**src/rtl/zion_lsu_pkg.sv**
```systemverilog
// Shared types and helpers for the zion load/store controller.
// Optional split of word-crossing misaligned accesses: ZION_LSU_MISALIGN_SPLIT_EN.
package zion_lsu_pkg;

   typedef enum logic [1:0] {
      BYTE   = 2'd0,
      HALF   = 2'd1,
      WORD   = 2'd2,
      DOUBLE = 2'd3
   } memWidthT;

   typedef enum logic [1:0] {
      FLT_NONE     = 2'd0,
      FLT_BUS      = 2'd1,
      FLT_MISALIGN = 2'd2,
      FLT_ILLEGAL  = 2'd3
   } faultT;

   typedef enum logic [2:0] {
      IDLE = 3'd0,
      REQ0 = 3'd1,
      RSP0 = 3'd2,
      REQ1 = 3'd3,
      RSP1 = 3'd4,
      DONE = 3'd5
   } lsuStateT;

   function automatic logic [7:0] sizeMask(input memWidthT w);
      case (w)
         BYTE:    return 8'h01;
         HALF:    return 8'h03;
         WORD:    return 8'h0F;
         default: return 8'hFF;
      endcase
   endfunction

   // Low address bits that must be zero for a naturally aligned access.
   function automatic logic [2:0] alignMask(input memWidthT w);
      case (w)
         BYTE:    return 3'd0;
         HALF:    return 3'd1;
         WORD:    return 3'd3;
         default: return 3'd7;
      endcase
   endfunction

endpackage

```
**src/rtl/zion_lsu_load_align.sv**
```systemverilog
// Combinational load data extraction: joins the beat data, right-justifies the
// addressed bytes and sign- or zero-extends them to the datapath width.
module zion_lsu_load_align
   import zion_lsu_pkg::*;
#(
   parameter  int DW = 32,
   localparam int SB = DW / 8,
   localparam int OW = $clog2(SB)
) (
   input  logic [DW-1:0] beat0Dat,
   input  logic [DW-1:0] beat1Dat,
   input  logic [OW-1:0] offset,
   input  memWidthT      width,
   input  logic          unsignedFlg,
   output logic [DW-1:0] loadDat
);

   logic [DW-1:0] raw;
   logic [DW-1:0] keep;
   logic          sgn;

   always_comb begin
      // Beat-1 bytes sit above beat-0 bytes, so one right shift aligns both cases.
      raw  = DW'({beat1Dat, beat0Dat} >> {offset, 3'b000});
      keep = '1;
      sgn  = raw[DW-1];
      case (width)
         BYTE: begin
            keep = DW'(8'hFF);
            sgn  = raw[7];
         end
         HALF: begin
            keep = DW'(16'hFFFF);
            sgn  = raw[15];
         end
         WORD: begin
            keep = DW'(32'hFFFF_FFFF);
            sgn  = raw[31];
         end
         default: begin
            keep = '1;
            sgn  = raw[DW-1];
         end
      endcase
      loadDat = (raw & keep) | ({DW{sgn & ~unsignedFlg}} & ~keep);
   end

endmodule

```
**src/rtl/zion_lsu_ctrl.sv**
```systemverilog
// Single-outstanding load/store sequencer towards a valid/ready data bus.
// ZION_LSU_MISALIGN_SPLIT_EN enables two-beat execution of word-crossing accesses.
//
// state | meaning
// IDLE  | ready for a request, decode on acceptance
// REQ0  | first (or only) bus beat request pending
// RSP0  | waiting for first beat response
// REQ1  | second beat request at next bus word (split build only)
// RSP1  | waiting for second beat response (split build only)
// DONE  | one-cycle completion with result and fault code
module zion_lsu_ctrl
   import zion_lsu_pkg::*;
#(
   parameter  int RV64 = 0,
   localparam int DW   = 32 * (1 + RV64),
   localparam int SB   = DW / 8
) (
   input  logic          clk,
   input  logic          rst_n,
   input  logic          memEn,
   input  logic          load,
   input  logic          store,
   input  logic          unsignedFlg,
   input  logic [1:0]    memWidth,
   input  logic [DW-1:0] storeDat,
   input  logic [DW-1:0] memAddr,
   output logic          reqRdy,
   output logic          busReqVld,
   input  logic          busReqRdy,
   output logic          busWe,
   output logic [DW-1:0] busAddr,
   output logic [DW-1:0] busWdat,
   output logic [SB-1:0] busStrb,
   input  logic          busRspVld,
   input  logic [DW-1:0] busRdat,
   input  logic          busRspErr,
   output logic          doneVld,
   output logic [DW-1:0] loadDat,
   output logic [1:0]    faultCode
);

   localparam int OW = $clog2(SB);

   lsuStateT      state, stateNxt;
   logic          outOfReset;
   logic          accept;

   memWidthT      inWidth;
   logic [OW-1:0] inOffset;
   logic [SB-1:0] inMask;
   logic [SB-1:0] inStrb0;
   logic [DW-1:0] inWdat0;
   logic          inIllegal;
   faultT         inFault;

   logic          rIsStore;
   logic          rUnsigned;
   memWidthT      rWidth;
   logic [OW-1:0] rOffset;
   logic [DW-1:0] rBase;
   logic [SB-1:0] rStrb0;
   logic [DW-1:0] rWdat0;
   logic [DW-1:0] rDat0;
   faultT         rFault;

   logic [DW-1:0] beat1Dat;
   logic [DW-1:0] alignedDat;

`ifdef ZION_LSU_MISALIGN_SPLIT_EN
   logic [SB-1:0] inStrb1;
   logic [DW-1:0] inWdat1;
   logic [SB-1:0] rStrb1;
   logic [DW-1:0] rWdat1;
   logic [DW-1:0] rDat1;
   logic          rCross;
`else
   logic          inMisal;
`endif

   assign inWidth   = memWidthT'(memWidth);
   assign inOffset  = memAddr[OW-1:0];
   assign inMask    = SB'(sizeMask(inWidth));
   assign inIllegal = (load == store) || (inWidth == DOUBLE && RV64 == 0);
   assign accept    = memEn && reqRdy;

   // Lane placement: anything shifted past the word boundary belongs to beat 1.
   always_comb begin
`ifdef ZION_LSU_MISALIGN_SPLIT_EN
      {inStrb1, inStrb0} = {{SB{1'b0}}, inMask} << inOffset;
      {inWdat1, inWdat0} = {{DW{1'b0}}, storeDat} << {inOffset, 3'b000};
`else
      inStrb0 = inMask << inOffset;
      inWdat0 = storeDat << {inOffset, 3'b000};
`endif
   end

`ifndef ZION_LSU_MISALIGN_SPLIT_EN
   assign inMisal = |(inOffset & OW'(alignMask(inWidth)));
`endif

   always_comb begin
      inFault = FLT_NONE;
      if (inIllegal) begin
         inFault = FLT_ILLEGAL;
      end
`ifndef ZION_LSU_MISALIGN_SPLIT_EN
      else if (inMisal) begin
         inFault = FLT_MISALIGN;
      end
`endif
   end

   always_ff @(posedge clk or negedge rst_n) begin
      if (!rst_n) begin
         state      <= IDLE;
         outOfReset <= 1'b0;
      end else begin
         state      <= stateNxt;
         outOfReset <= 1'b1;
      end
   end

   always_comb begin
      stateNxt = state;
      case (state)
         IDLE: begin
            if (accept) stateNxt = (inFault != FLT_NONE) ? DONE : REQ0;
         end
         REQ0: begin
            if (busReqRdy) stateNxt = RSP0;
         end
         RSP0: begin
            if (busRspVld) begin
`ifdef ZION_LSU_MISALIGN_SPLIT_EN
               stateNxt = (!busRspErr && rCross) ? REQ1 : DONE;
`else
               stateNxt = DONE;
`endif
            end
         end
`ifdef ZION_LSU_MISALIGN_SPLIT_EN
         REQ1: begin
            if (busReqRdy) stateNxt = RSP1;
         end
         RSP1: begin
            if (busRspVld) stateNxt = DONE;
         end
`endif
         DONE:    stateNxt = IDLE;
         default: stateNxt = IDLE;
      endcase
   end

   always_ff @(posedge clk or negedge rst_n) begin
      if (!rst_n) begin
         rIsStore  <= 1'b0;
         rUnsigned <= 1'b0;
         rWidth    <= BYTE;
         rOffset   <= '0;
         rBase     <= '0;
         rStrb0    <= '0;
         rWdat0    <= '0;
         rDat0     <= '0;
         rFault    <= FLT_NONE;
`ifdef ZION_LSU_MISALIGN_SPLIT_EN
         rStrb1    <= '0;
         rWdat1    <= '0;
         rDat1     <= '0;
         rCross    <= 1'b0;
`endif
      end else begin
         if (accept) begin
            rIsStore  <= store;
            rUnsigned <= unsignedFlg;
            rWidth    <= inWidth;
            rOffset   <= inOffset;
            rBase     <= {memAddr[DW-1:OW], {OW{1'b0}}};
            rStrb0    <= inStrb0;
            rWdat0    <= inWdat0;
            rFault    <= inFault;
`ifdef ZION_LSU_MISALIGN_SPLIT_EN
            rStrb1    <= inStrb1;
            rWdat1    <= inWdat1;
            rCross    <= |inStrb1;
`endif
         end
         if (state == RSP0 && busRspVld) begin
            rDat0 <= busRdat;
            if (busRspErr) rFault <= FLT_BUS;
         end
`ifdef ZION_LSU_MISALIGN_SPLIT_EN
         if (state == RSP1 && busRspVld) begin
            rDat1 <= busRdat;
            if (busRspErr) rFault <= FLT_BUS;
         end
`endif
      end
   end

`ifdef ZION_LSU_MISALIGN_SPLIT_EN
   assign beat1Dat = rDat1;
`else
   assign beat1Dat = '0;
`endif

   zion_lsu_load_align #(
      .DW (DW)
   ) u_load_align (
      .beat0Dat    (rDat0),
      .beat1Dat    (beat1Dat),
      .offset      (rOffset),
      .width       (rWidth),
      .unsignedFlg (rUnsigned),
      .loadDat     (alignedDat)
   );

   always_comb begin
      reqRdy    = outOfReset && (state == IDLE);
      busReqVld = 1'b0;
      busWe     = 1'b0;
      busAddr   = '0;
      busStrb   = '0;
      busWdat   = '0;
      if (state == REQ0) begin
         busReqVld = 1'b1;
         busWe     = rIsStore;
         busAddr   = rBase;
         busStrb   = rStrb0;
         busWdat   = rWdat0;
      end
`ifdef ZION_LSU_MISALIGN_SPLIT_EN
      if (state == REQ1) begin
         busReqVld = 1'b1;
         busWe     = rIsStore;
         busAddr   = rBase + DW'(SB);
         busStrb   = rStrb1;
         busWdat   = rWdat1;
      end
`endif
      doneVld   = (state == DONE);
      faultCode = '0;
      loadDat   = '0;
      if (doneVld) begin
         faultCode = rFault;
         if (!rIsStore && rFault == FLT_NONE) loadDat = alignedDat;
      end
   end

endmodule

```
**config.mk**
```make
export PLATFORM = sky130hd
export DESIGN_NAME = zion_lsu_ctrl
export DESIGN_NICKNAME = d
export VERILOG_FILES = /design/src/rtl/zion_lsu_pkg.sv /design/src/rtl/zion_lsu_load_align.sv /design/src/rtl/zion_lsu_ctrl.sv
export SDC_FILE = /design/constraint.sdc
export NUM_CORES = 1
export LEC_CHECK = 0
export CORE_UTILIZATION = 41
export DETAILED_ROUTE_END_ITERATION = 8
export PLACE_DENSITY = 0.72
export SLEW_MARGIN = 0
export SYNTH_ARGS = -nofsm -noshare
export SYNTH_HDL_FRONTEND = slang
export SYNTH_HIERARCHICAL = 1
export SYNTH_SLANG_ARGS = --single-unit
```
**constraint.sdc**
```tcl
create_clock -name clk -period 2.2 [get_ports clk]
set_clock_uncertainty 0.05 [all_clocks]
set_input_delay 0.44 -clock clk [delete_from_list [all_inputs] [get_ports clk]]
set_output_delay 0.44 -clock clk [all_outputs]
set_load 0.05 [all_outputs]
```
=== Word level (Yosys, flattened, before mapping) ===
Cells that the tools add are included.

* Word-level logic and storage cells: 67
* Register bits after elaboration: 110

* Reductions and logical operators: 13
* Eq/ne operators: 11
* Shifts and indexed selects: 3
* Mux-type cells: 22
* Bitwise operators: 7

{| class="wikitable"
|+ Operator list
! cell !! number
|-
| 32-bit 2-to-1 mux || 4
|-
| 32-bit AND || 2
|-
| 32-bit one-hot mux with 2 select lines || 1
|-
| 32-bit NOT || 1
|-
| 32-bit OR || 1
|-
| 32-bit by 5-bit left shift with 32-bit output || 1
|-
| 32-bit by 5-bit >> shifter with 32-bit output || 1
|-
| 2-bit 2-to-1 mux || 6
|-
| 3-bit 2-to-1 mux || 4
|-
| 4-bit one-hot mux with 3 select lines || 1
|-
| 3-bit one-hot mux with 3 select lines || 1
|-
| 2-bit zero test || 3
|-
| 2-bit != test (second input constant) || 3
|-
| 2-bit one-hot mux with 3 select lines || 1
|-
| 2-bit by 1-bit equality test with 1-bit output (second input constant) || 2
|-
| 2-bit equality test (second input constant) || 2
|-
| 1-bit logical AND || 4
|-
| 4-bit 2-to-1 mux || 1
|-
| 4-bit by 2-bit left shift with 4-bit output || 1
|-
| 3-bit by 1-bit equality test with 1-bit output (second input constant) || 1
|-
| 3-bit by 2-bit equality test with 1-bit output (second input constant) || 1
|-
| 3-bit equality test (second input constant) || 1
|-
| 3-bit zero test || 1
|-
| 3-bit AND reduction || 1
|-
| 10 further kinds || 11
|}

=== Longest topological paths before layout ===
Gate-level depths: netlist (run 1).

* Depth after elaboration: 10
* Depth in mapped cells: 6
* Gate-level depth less buffers: 4

=== By module ===
Netlist (run 1), hierarchy kept.

{| class="wikitable"
|+ Modules (own cells, without submodules)
! module !! area an instance (um^2) !! instances !! seq. area each (um^2) !! cells an instance
|-
| zion_lsu_ctrl || 5597.9 || 1 || 2752.6 || 465
|-
| zion_lsu_load_align || 1103.6 || 1 || 0.0 || 101
|}

=== Worst setup path before layout (run 1) ===
Ideal clock, no wire load.

* Kind: register to output
* Start: register state[1]
* End: output busAddr[10]
* Cell stages (with the launch flop): 5
* Slack: -0.168 ns
* Arrival: 1.878 ns
* Cell sequence: dfrtp_1 nand2b_1 nor2_1 clkbuf_1 and2_1

* Cells in the longest elaborated chain, start to end: 2

{| class="wikitable"
|+ RTL lines
! item !! line !! text
|-
| from (decl) || zion_lsu_ctrl.sv:44 || <nowiki>lsuStateT state, stateNxt;</nowiki>
|-
| from (signal assigned) || zion_lsu_ctrl.sv:118 || <nowiki>state <= stateNxt;</nowiki>
|-
| 3-bit by 1-bit equality test with 1-bit output || zion_lsu_ctrl.sv:224 || <nowiki>if (state == REQ0) begin</nowiki>
|-
| 32-bit 2-to-1 mux || zion_lsu_ctrl.sv:224 ||
|-
| to (decl) || zion_lsu_ctrl.sv:31 || <nowiki>output logic [DW-1:0] busAddr,</nowiki>
|}

Every way passes these cells.

=== Worst setup path after layout (run 1) ===
* Start: register rWidth[0]
* End: output loadDat[18]

* Cells in the longest elaborated chain, start to end: 7
* Elaborated cells on any way between the ends: 11
* Those cells by class: eq/ne: 1; mux: 4; bitwise: 5; reduce/logical: 1

{| class="wikitable"
|+ RTL lines
! item !! line !! text
|-
| from (decl) || zion_lsu_ctrl.sv:58 || <nowiki>memWidthT rWidth;</nowiki>
|-
| from (signal assigned) || zion_lsu_ctrl.sv:175 || <nowiki>rWidth <= inWidth;</nowiki>
|-
| 2-bit by 1-bit equality test with 1-bit output or 2-bit zero test (tied branches) || zion_lsu_load_align.sv:27 || <nowiki>case (width)</nowiki>
|-
| 1-bit one-hot mux with 2 select lines or 32-bit one-hot mux with 2 select lines (tied branches) || zion_lsu_load_align.sv:27 ||
|-
| 1-bit AND or 32-bit NOT (tied branches) || zion_lsu_load_align.sv:45 || <nowiki>loadDat = (raw & keep) | ({DW{sgn & ~unsignedFlg}} & ~keep);</nowiki>
|-
| 32-bit AND || zion_lsu_load_align.sv:45 ||
|-
| 32-bit OR * || zion_lsu_load_align.sv:45 ||
|-
| via alignedDat[18] || zion_lsu_ctrl.sv:67 || <nowiki>logic [DW-1:0] alignedDat;</nowiki>
|-
| 32-bit 2-to-1 mux * || zion_lsu_ctrl.sv:245 || <nowiki>if (!rIsStore && rFault == FLT_NONE) loadDat = alignedDat;</nowiki>
|-
| 32-bit 2-to-1 mux * || zion_lsu_ctrl.sv:243 || <nowiki>if (doneVld) begin</nowiki>
|-
| to (decl) || zion_lsu_ctrl.sv:38 || <nowiki>output logic [DW-1:0] loadDat,</nowiki>
|}

Mark *: on every way through the listed nets, which the timed path passes. The rest lies on a longest branch.

==> impl_metrics.csv, run 1 <==
group,metric,value,unit
status,run_status,"complete, but fails checks",
status,violations,"negative hold slack, negative setup slack",
timing,tightestPinTransition,0.700,ns
floorplan,core.rowCount,46,
yosys,ys_types,46,
timing,worst_hold_margin,-0.00528,ns
global_route,grt-ovfl-total,0,
critical_path,crit_chain,"buf_4, mux4_2, mux2i_4, buf_12, o21ai_0, and2_1, buf_6",
timing,unrepaired_setup_endpoints_after_global_routing,"yes",
layout,final_nets,951,
drt,dr.first_iter.drc_count,370,
yosys,yosysWarningCount,6,
critical_path,worst_path_largest_cell_delay,0.38,ns
cts,clock_buffer_depth,2,
cts,cts_hold_repair.buffers,0,
global_route,maximum_number_of_pins_on_one_net_before_global_route_repair,37,
cts,cts.sink_count,110,
yosys,yosys-top-cells-count,"sky130_fd_sc_hd__dfrtp_1, sky130_fd_sc_hd__and2_1, sky130_fd_sc_hd__o21ai_0, sky130_fd_sc_hd__mux2_4, sky130_fd_sc_hd__mux2_2",
floorplan,initial_utilization,0.420,
layout,layout_cells_sized_above_1,0.464,
critical_path,required,1.71,ns
flow_run,max_cap_viol_count,0,
timing,final_min_period_over_clock_period,1.17,
timing,max_freq,389,MHz
global_route,initial_antenna_violation_count,1,
yosys,synth_cells,566,
global_route,via_count_of_the_first_global_routing_pass,5830,
critical_path,timing.critical_path.buf_inv,3,
yosys,post_synth_edffs,0,
drt,drcViolationCount,0,
drt,routed_wl,20.9,mm
cts,insertion_delay,0.35,ns
drt,routed_via_count,5538,
yosys,synth.area.top_cells,"sky130_fd_sc_hd__dfrtp_1, sky130_fd_sc_hd__mux4_2, sky130_fd_sc_hd__and2_1",
cts,cts_tree,"yes",
global_route,globalRouteTotalUtil,0.242,
critical_path,crit_path_category,"reg2out",
yosys,postSynth.asyncResetShare,1.00,
yosys,synthesis.area_per_instance,11.8,um2
layout,filler_cell_count,1090,
critical_path,cpMaxStageDelayCell,"sky130_fd_sc_hd__dfrtp_1",
floorplan,die_area,16900,um2
timing,worst_slack,-0.369,ns
drt,drt_pre_antenna_iters,4,
worst_hold_path,hold_path_class,"in2async",
drt,wl_per_cell,19.6,um
yosys,synthMostInstantiatedCell,"sky130_fd_sc_hd__dfrtp_1",
timing,finalWorstPathRequiredPeriod,2.57,ns
floorplan,chipHeight,130,um
critical_path,worst_path_dominant_cell_family,"buffers and inverters",
yosys,post-synth-top-area-cell,"sky130_fd_sc_hd__dfrtp_1",
floorplan,floorplan.io_pins,213,
yosys,yosys_register_bits,110,
timing,maxSlewViolCount,0,
pwr,total_leakage_power,4.86,nW
yosys,synth_largest_type_area_fraction,0.411,
layout,synthToLayoutAreaGrowth,66.7,%
critical_path,critPathArrivalTime,2.08,ns
cts,h_tree_depth,3,
yosys,dominantRegCellSynth,"sky130_fd_sc_hd__dfrtp_1",
yosys,synth_seq_area_share,0.411,
timing,finalHoldViolations,3,
critical_path,critical_path.endpoint_type,"primary output",
global_route,grt_pass1_wl,30.7,mm
pwr,power.ir.vdd_worst,0.685,mV
cts,cts_inserted_buffers,9,
drt,antenna_left,0,
placement,hpwlAfterDp,14.0,mm
critical_path,crit_path_max_fanout,16,
cts,clk_transition_reported_paths,0.08,ns
floorplan,floorplan.die.width,130,um
timing,setup_viol_count_final,92,
placement,buffer_ports.inserted,210,
floorplan,fp.coreArea,15900,um2
pwr,total_power,14.0,mW
critical_path,cp-start-kind,"register",
placement,replace_congestion,0.878,
yosys,syn_area,6700,um2
drt,avgViaCountPerCell,5.20,
timing,slew_headroom,0.532,
pwr,power.density,1250,nW/um2
cts,cts_root_buffer,"sky130_fd_sc_hd__clkbuf_16",
[layer usage]
metal	wire length, um	GRT usage	part of all wire	up-vias
li1	-	-	-	2522
met1	8450	0.286	0.41	2812
met2	10500	0.415	0.50	161
met3	1100	0.0570	0.053	43
met4	786	0.113	0.038	0
met5	0	0	0	-
[power breakdown]
| group | switching, mW | leakage, nW | total (mW) | internal, mW |
|---|---|---|---|---|
| Sequential | 0.778 | 1.34 | 3.77 | 3.00 |
| Combinational | 3.80 | 3.38 | 8.62 | 4.82 |
| Clock | 0.777 | 0.138 | 1.62 | 0.839 |
[layout by cell type, fill, tap and decap left out, drive strengths merged, types with 2 or more instances in the layout]
cell and instances:
nor2b 2, mux2i 33, buf 157, o21ai 69, a21oi 6, a2bb2oi 8
o31ai 9, inv 4, dfrtp 110, nor3 2, and2 100, conb 52
and3 2, mux4 34, clkinv 2, clkbuf 18, mux2 77, clkinvlp 2
clkdlybuf4s50 105, nand2 37, nor2 4
[area by class of cell]
type	instances	area (um2)	area share
Inverter	3	13.8	0.00123
Multi-Input combinational cell	451	4060	0.364
Timing Repair Buffer	269	3770	0.338
Sequential cell	110	2760	0.247
Antenna cell	1	2.50	0.000224
Clock buffer	11	253	0.0226
Clock inverter	5	41.3	0.00370
Tap cell	216	270	0.0242
[final timing paths]
check	start	end	slack, ns	cells after the start
setup reg to reg	state[2]$_DFFE_PN0P_	rWdat0[25]$_DFFE_PN0N_	0.05	6
max in group asynchronous	rst_n	rWdat0[14]$_DFFE_PN0N_	1.46	2
min in group clk	rBase[27]$_DFFE_PN0N_	rBase[27]$_DFFE_PN0N_	0.46	1
hold / removal	rst_n	rWdat0[30]$_DFFE_PN0N_	-0.005	1
hold reg to reg	rBase[27]$_DFFE_PN0N_	rBase[27]$_DFFE_PN0N_	0.46	1
setup / recovery	rWidth[0]$_DFFE_PN0N_	loadDat[18]	-0.37	7
[flip-flops by register name, summed over array words and instances, names as in the netlist]
register / count
outOfReset: 1
rBase: 30
rDat0: 32
rFault: 2
rIsStore: 1
rOffset: 2
rStrb0: 4
rUnsigned: 1
rWdat0: 32
rWidth: 2
state: 3
[what timing repair did]
action | in CTS | in global routing
endpoints found under the setup margin | 100 | 112
pin swaps | 20 | 27
setup buffers | 7 | 12
resized for setup | 59 | 84
gates cloned | 2 | 8
hold endpoints to repair | 0 | 0
[logic make-up (layout without fill, tap and decap cells)]
group                     after synthesis  after routing  share of synthesized area
other                                   2             53                    0.00112
xor gates and xnor gates                1              1                    0.00131
AOI/OAI and AO/OA                      99             99                     0.0853
and+or+nand+nor                       155            155                      0.135
buffers and inverters                  55            288                     0.0495
DFF                                   110            110                      0.411
muxes                                 144            144                      0.317
[per-stage QoR]
step	utilization	instance area, um2	TNS [ns]	setup slack [ns]	cells
finish	0.701	11200	-14.19	-0.369	1066
detailed placement	0.637	10200	0	0.0111	1023
floorplan	-	6890	0	0.0233	616
global route	0.701	11200	-20.01	-0.447	1066
global placement	0.637	10200	0	0.0317	1023
CTS	0.671	10700	-10.49	-0.387	1048
No activity file was read; power rests on OpenSTA's default activity.
==> inputs of run 2 (changes only) <==
--- a/config.mk
+++ b/config.mk
@@ -7,7 +7,7 @@
 export LEC_CHECK = 0
 export CORE_UTILIZATION = 41
 export DETAILED_ROUTE_END_ITERATION = 8
-export PLACE_DENSITY = 0.72
+export PLACE_DENSITY_LB_ADDON = 0.25
 export SLEW_MARGIN = 0
 export SYNTH_ARGS = -nofsm -noshare
 export SYNTH_HDL_FRONTEND = slang
==> impl_metrics.csv, run 2 (synthesis gave the netlist of run 1 again) <==
group,metric,value,unit
worst_hold_path,holdPathStages,1,
layout,stdcell_count,1072,
timing,setup_viol_count_final,65,
cts,clock_buffer_depth,2,
flow_run,max_cap_viol_count,0,
timing,finalWorstPathRequiredPeriod,2.54,ns
timing,maxSlewViolCount,0,
timing,final_min_period_over_clock_period,1.15,
drt,routed_via_count,5670,
floorplan,die_area,16900,um2
placement,hpwlAfterDp,14.2,mm
drt,drcViolationCount,0,
global_route,met2_usage,0.438,
cts,insertion_delay,0.36,ns
global_route,grt-ovfl-total,0,
drt,dr.first_iter.drc_count,279,
global_route,use_met3,0.0730,
floorplan,core.rowCount,46,
placement,buffer_ports.inserted,210,
critical_path,required,1.71,ns
layout,final_nets,958,
floorplan,chipHeight,130,um
drt,antenna_left,0,
critical_path,worstRegToRegCells,6,
pwr,total_leakage_power,4.93,nW
critical_path,critical_path.startpoint,"rOffset[1]$_DFFE_PN0N_",
pwr,power.ir.vdd_worst,0.662,mV
critical_path,cp-start-kind,"register",
global_route,maximum_number_of_pins_on_one_net_before_global_route_repair,41,
layout,layout_top_registers,"rDat0: 32 flops, rWdat0: 32 flops, rBase: 30 flops",
drt,drt_pre_antenna_iters,8,
timing,worst_slack,-0.337,ns
layout,finalCoreUtilization,0.706,
cts,cts_root_buffer,"sky130_fd_sc_hd__clkbuf_16",
drt,wl_per_cell,20.0,um
global_route,grt_pass1_wl,31.8,mm
cts,cts.sink_count,110,
floorplan,floorplan.io_pins,213,
global_route,grt_busiest_layer,"met2",
timing,finalHoldViolations,0,
layout,final_cell_mix,"sky130_fd_sc_hd__dfrtp_1, sky130_fd_sc_hd__clkdlybuf4s50_1, sky130_fd_sc_hd__buf_12",
global_route,globalRouteTotalUtil,0.252,
placement,preCtsSetupSlack,0.0249,ns
placement,post-place-cells,1022,
critical_path,crit_reg_reg_endpoint,"rBase[24]$_DFFE_PN0N_",
floorplan,floorplan.die.width,130,um
critical_path,crit_path_category,"reg2out",
layout,antennaDiodeCount,0,
timing,fin_tns_setup,-9.79,ns
critical_path,regToRegStartpoint,"state[2]$_DFFE_PN0P_",
cts,cts_inserted_buffers,9,
global_route,via_count_of_the_first_global_routing_pass,5930,
cts,clk_transition_reported_paths,0.08,ns
worst_hold_path,hold_path_class,"reg2reg",
layout,layout_cells_sized_above_1,0.459,
cts,cts_tree,"yes",
drt,routed_wl,21.5,mm
drt,avgViaCountPerCell,5.29,
timing,max_freq,394,MHz
pwr,power.density,1270,nW/um2
global_route,gr-usage-met1,0.293,
global_route,initial_antenna_violation_count,0,
critical_path,critPathArrivalTime,2.05,ns
status,violations,"negative setup slack",
timing,unrepaired_setup_endpoints_after_global_routing,"yes",
floorplan,fp.coreArea,15900,um2
critical_path,critical_path.endpoint_type,"primary output",
critical_path,crit_path_max_fanout,16,
status,run_status,"complete, but fails checks",
placement,dpl_cell_area,10100,um2
critical_path,r2r_slack,0.02,ns
placement,replace_congestion,0.895,
layout,finish.instance_area,11200,um2
critical_path,critical_path.endpoint,"loadDat[31]",
floorplan,initial_utilization,0.420,
layout,mostFrequentLayoutCell,"sky130_fd_sc_hd__dfrtp_1",
layout,synthToLayoutAreaGrowth,67.8,%
cts,h_tree_depth,3,
==> run 2: cell count changes in the layout (fill, tap and decap cells not counted), sizes merged <==
cell	delta
buf	+6
bufinv	+1
clkbuf	+1
clkinvlp	-2
diode	-1
dlygate4sd3	+1
==> run 2: how the worst min path moves through the flow <==
stage,from,endpoint,slack [ns]
floorplan,rst_n,outOfReset$_DFF_PN0_,0.09
global placement,rst_n,rBase[16]$_DFFE_PN0N_,0.35
detailed placement,rst_n,rBase[20]$_DFFE_PN0N_,0.35
CTS,rBase[23]$_DFFE_PN0N_,rBase[23]$_DFFE_PN0N_,0.46
global route,rDat0[0]$_DFFE_PN0N_,rDat0[0]$_DFFE_PN0N_,0.47
finish,rDat0[6]$_DFFE_PN0N_,rDat0[6]$_DFFE_PN0N_,0.46
==> run 2: metrics by stage <==
step | power [mW] | hold WS [ns]
floorplan | 8.27 | 0.0944
global placement | 10.8 | 0.346
detailed placement | 11.0 | 0.348
CTS | 13.6 | 0.459
global route | 15.0 | 0.469
finish | 14.3 | 0.458
==> run 2: per-layer routing <==
metal  vias to the layer above  part of all wire
li1                       2533                 -
met1                      2873              0.38
met2                       222              0.51
met3                        42             0.068
met4                         0             0.034
met5                         -                 0
==> run 2: report_power, final <==
part / internal [mW] / switching (mW)
sequential: 3.00 / 0.756
clock: 0.982 / 0.773
combinational: 4.93 / 3.83
total: 8.91 / 5.36
==> run 2: layout make-up <==
| cell class | instances | area [um2] |
|---|---|---|
| multi-input cells | 451 | 4030 |
| inverters | 3 | 16.3 |
| well taps | 216 | 270 |
| clock buffers | 12 | 267 |
| flip-flops and latches | 110 | 2760 |
| repair buffers | 276 | 3860 |
| clock inverters | 4 | 52.6 |
| fillers | 1113 | 4690 |
==> run 2: what timing repair did <==
item,4_1_cts,5_1_grt
hold endpoints to repair,24,0
buffers inserted,14,11
hold buffers,1,0
gates cloned,4,7
gates resized for setup,64,52
pin swaps,3,43
setup endpoints to repair,100,87
==> run 2: worst max-delay path, cell delays in order, from the launching register on <==
cell and delay [ns]:
sky130_fd_sc_hd__dfrtp_1 0.38, sky130_fd_sc_hd__mux4_2 0.55, sky130_fd_sc_hd__mux2i_4 0.18, sky130_fd_sc_hd__buf_12 0.16
sky130_fd_sc_hd__o21ai_0 0.08, sky130_fd_sc_hd__and2_1 0.16, sky130_fd_sc_hd__buf_4 0.18
==> inputs of run 3 (changes only) <==
--- a/config.mk
+++ b/config.mk
@@ -5,11 +5,10 @@
 export SDC_FILE = /design/constraint.sdc
 export NUM_CORES = 1
 export LEC_CHECK = 0
+export CAP_MARGIN = 20
 export CORE_UTILIZATION = 41
 export DETAILED_ROUTE_END_ITERATION = 8
 export PLACE_DENSITY_LB_ADDON = 0.25
-export SLEW_MARGIN = 0
 export SYNTH_ARGS = -nofsm -noshare
 export SYNTH_HDL_FRONTEND = slang
-export SYNTH_HIERARCHICAL = 1
 export SYNTH_SLANG_ARGS = --single-unit
==> impl_metrics.csv, run 3 <==
group,metric,value,unit
yosys,synth_seq_area_share,0.462,
flow_run,max_cap_viol_count,0,
placement,post-place-cells,937,
cts,cts_tree,"yes",
yosys,syn_area,5960,um2
drt,routed_via_count,5306,
global_route,maximum_number_of_pins_on_one_net_before_global_route_repair,111,
cts,cts_root_buffer,"sky130_fd_sc_hd__clkbuf_16",
floorplan,die_area,15000,um2
layout,stdcell_count,986,
critical_path,cp-start-kind,"register",
drt,avgViaCountPerCell,5.38,
yosys,yosysWarningCount,0,
pwr,power.ir.vdd_worst,1.07,mV
floorplan,initial_utilization,0.425,
layout,layout_top_registers,"rDat0: 32 flops, rWdat0: 32 flops, rBase: 30 flops",
critical_path,crit_path_max_fanout,8,
timing,tightestPinTransition,0.727,ns
status,violations,"negative setup slack",
layout,filler_cell_count,857,
yosys,dominantRegCellSynth,"sky130_fd_sc_hd__dfrtp_1",
critical_path,crit_chain,"buf_6, mux4_2, nand2b_1, a21o_1, buf_12, nor2_2, buf_12",
worst_hold_path,hold_path_class,"in2async",
critical_path,worst_path_largest_cell_delay,0.51,ns
floorplan,floorplan.io_pins,213,
pwr,total_leakage_power,4.51,nW
yosys,ys_types,40,
timing,slew_headroom,0.514,
layout,antennaDiodeCount,0,
yosys,post_synth_edffs,0,
drt,dr.first_iter.drc_count,263,
layout,final_nets,908,
global_route,grt_pass1_wl,30.1,mm
yosys,synthesis.area_per_instance,10.6,um2
placement,hpwlAfterDp,12.6,mm
pwr,power.switching_fraction,0.399,
drt,antenna_left,0,
yosys,synth.area.top_cells,"sky130_fd_sc_hd__dfrtp_1, sky130_fd_sc_hd__mux2_2, sky130_fd_sc_hd__and2_1",
cts,cts_inserted_buffers,9,
pwr,power.density,1320,nW/um2
cts,clk_transition_reported_paths,0.07,ns
floorplan,chipHeight,123,um
cts,cts.sink_count,110,
drt,routed_wl,19.7,mm
drt,wl_per_cell,20.0,um
critical_path,critical_path.endpoint_type,"primary output",
critical_path,crit_path_category,"reg2out",
timing,setup_viol_count_final,95,
pwr,p_switching,5.68,mW
cts,h_tree_depth,3,
drt,drt_pre_antenna_iters,5,
drt,drcViolationCount,0,
pwr,power_frac_comb,0.613,
global_route,grt-ovfl-total,0,
placement,buffer_ports.inserted,210,
critical_path,cp_common_cell,"sky130_fd_sc_hd__buf_12",
status,run_status,"complete, but fails checks",
cts,clock_buffer_depth,2,
floorplan,core.rowCount,43,
layout,final_cell_mix,"sky130_fd_sc_hd__dfrtp_1, sky130_fd_sc_hd__clkdlybuf4s50_1, sky130_fd_sc_hd__buf_12",
timing,maxSlewViolCount,0,
pwr,internal_power,8.57,mW
floorplan,floorplan.die.width,123,um
yosys,post-synth-top-area-cell,"sky130_fd_sc_hd__dfrtp_1",
layout,mostFrequentLayoutCell,"sky130_fd_sc_hd__dfrtp_1",
yosys,yosys-top-cells-count,"sky130_fd_sc_hd__dfrtp_1, sky130_fd_sc_hd__mux2_2, sky130_fd_sc_hd__and2_1, sky130_fd_sc_hd__nand2_1, sky130_fd_sc_hd__a21oi_1",
yosys,synth_largest_type_area_fraction,0.462,
global_route,via_count_of_the_first_global_routing_pass,5528,
critical_path,critPathArrivalTime,2.06,ns
timing,max_freq,392,MHz
yosys,synth_cells,562,
timing,finalWorstPathRequiredPeriod,2.55,ns
layout,layout_cells_sized_above_1,0.501,
yosys,synthMostInstantiatedCell,"sky130_fd_sc_hd__dfrtp_1",
pwr,sequentialPowerShare,0.268,
placement,preCtsSetupSlack,-0.0996,ns
timing,final_min_period_over_clock_period,1.16,
cts,insertion_delay,0.35,ns
placement,replace_congestion,0.894,
layout,synthToLayoutAreaGrowth,81.0,%
global_route,globalRouteTotalUtil,0.269,
yosys,postSynth.asyncResetShare,1.00,
critical_path,required,1.71,ns
floorplan,fp.coreArea,14000,um2
timing,worst_slack,-0.352,ns
critical_path,cpMaxStageDelayCell,"sky130_fd_sc_hd__mux4_2",
timing,finalHoldViolations,0,
layout,finalCoreUtilization,0.769,
timing,unrepaired_setup_endpoints_after_global_routing,"yes",
global_route,initial_antenna_violation_count,0,
pwr,clock_power_share,0.118,
yosys,yosys_register_bits,110,
-- run 3: cell count changes after synthesis, sizes merged, moves of 4 or more --
cell     before  now
nand2        37   53
clkbuf       27   17
nor2          4   30
mux2i        33   25
buf          25   29
o21ai        69   18
a2bb2oi       8    0
mux2         77   85
mux4         34    1
a211oi        0   32
nor2b         2   20
a21oi         6   34
and2        100   68
-- run 3: power by group through the flow --
stage	logic [mW]	registers (mW)	clock network [mW]
floorplan	4.09	3.37	0
global placement	6.51	3.61	0
detailed placement	6.66	3.68	0
CTS	8.74	3.74	1.74
global route	9.13	3.93	1.80
finish	8.74	3.82	1.69
-- run 3: critical path: cells and delay by family, from the launching register on --
| family | cells | cell delay, ns |
|---|---|---|
| mux | 1 | 0.51 |
| flops | 1 | 0.46 |
| buf+inv | 3 | 0.43 |
| compound gates | 1 | 0.16 |
| simple gates | 2 | 0.15 |
-- run 3: path summary, 6_finish.rpt --
kind	cells after the start	slack [ns]	end	start
max in group asynchronous	2	1.51	state[2]$_DFFE_PN0P_	rst_n
worst min register to register	2	0.44	rStrb0[1]$_DFFE_PN0N_	rStrb0[1]$_DFFE_PN0N_
worst min-delay path	2	0.08	rDat0[3]$_DFFE_PN0P_	rst_n
min in group clk	2	0.44	rStrb0[1]$_DFFE_PN0N_	rStrb0[1]$_DFFE_PN0N_
worst max-delay path	7	-0.35	loadDat[9]	rOffset[1]$_DFFE_PN0N_
worst max register to register	6	0.22	rWdat0[9]$_DFFE_PN0N_	state[0]$_DFFE_PN0P_
-- run 3: final cells by class --
cell class,instances,area [um2],area share
Tap cell,180,225,0.0209
Timing Repair Buffer,273,3920,0.363
Multi-Input combinational cell,406,3580,0.332
Inverter,1,3.75,0.000348
Sequential cell,110,2760,0.255
Clock buffer,10,239,0.0221
Clock inverter,6,70.1,0.00649
-- run 3: cells by family (layout without fill, tap and decap cells) --
family | count (synthesis) | after routing | synth area share
buffers and inverters | 47 | 290 | 0.0422
other | 2 | 3 | 0.00126
AOI/OAI and AO/OA | 104 | 104 | 0.113
and+or+nand+nor | 187 | 187 | 0.167
xor gates and xnor gates | 1 | 1 | 0.00147
DFF | 110 | 110 | 0.462
muxes | 111 | 111 | 0.214
-- run 3: what timing repair did --
| item | 4_1_cts | 5_1_grt |
|---|---|---|
| buffers inserted | 21 | 5 |
| hold buffers | 0 | 0 |
| resized for setup | 139 | 35 |
| pin swaps | 66 | 14 |
| gates cloned | 14 | 0 |
| endpoints found under the setup margin | 99 | 100 |
-- run 3: through the flow --
stage                     instance area (um2)  power, mW  TNS [ns]  hold WS, ns
after global placement                   9420       10.1         0        0.403
after CTS                               10800       14.2    -16.59        0.148
final                                   10800       14.2    -12.54       0.0822
after detailed placement                 9420       10.3     -1.41        0.412
after global routing                    10800       14.9    -20.30        0.140
after floorplan                          6140       7.45     -1.78       0.0944
-- run 3: layer usage --
layer  routed length, um  GRT usage  part of all wire
met1                7690      0.320              0.39
met3                1340     0.0739             0.068
met2               10100      0.456              0.51
met4                 622      0.111             0.032
met5                   0          0                 0
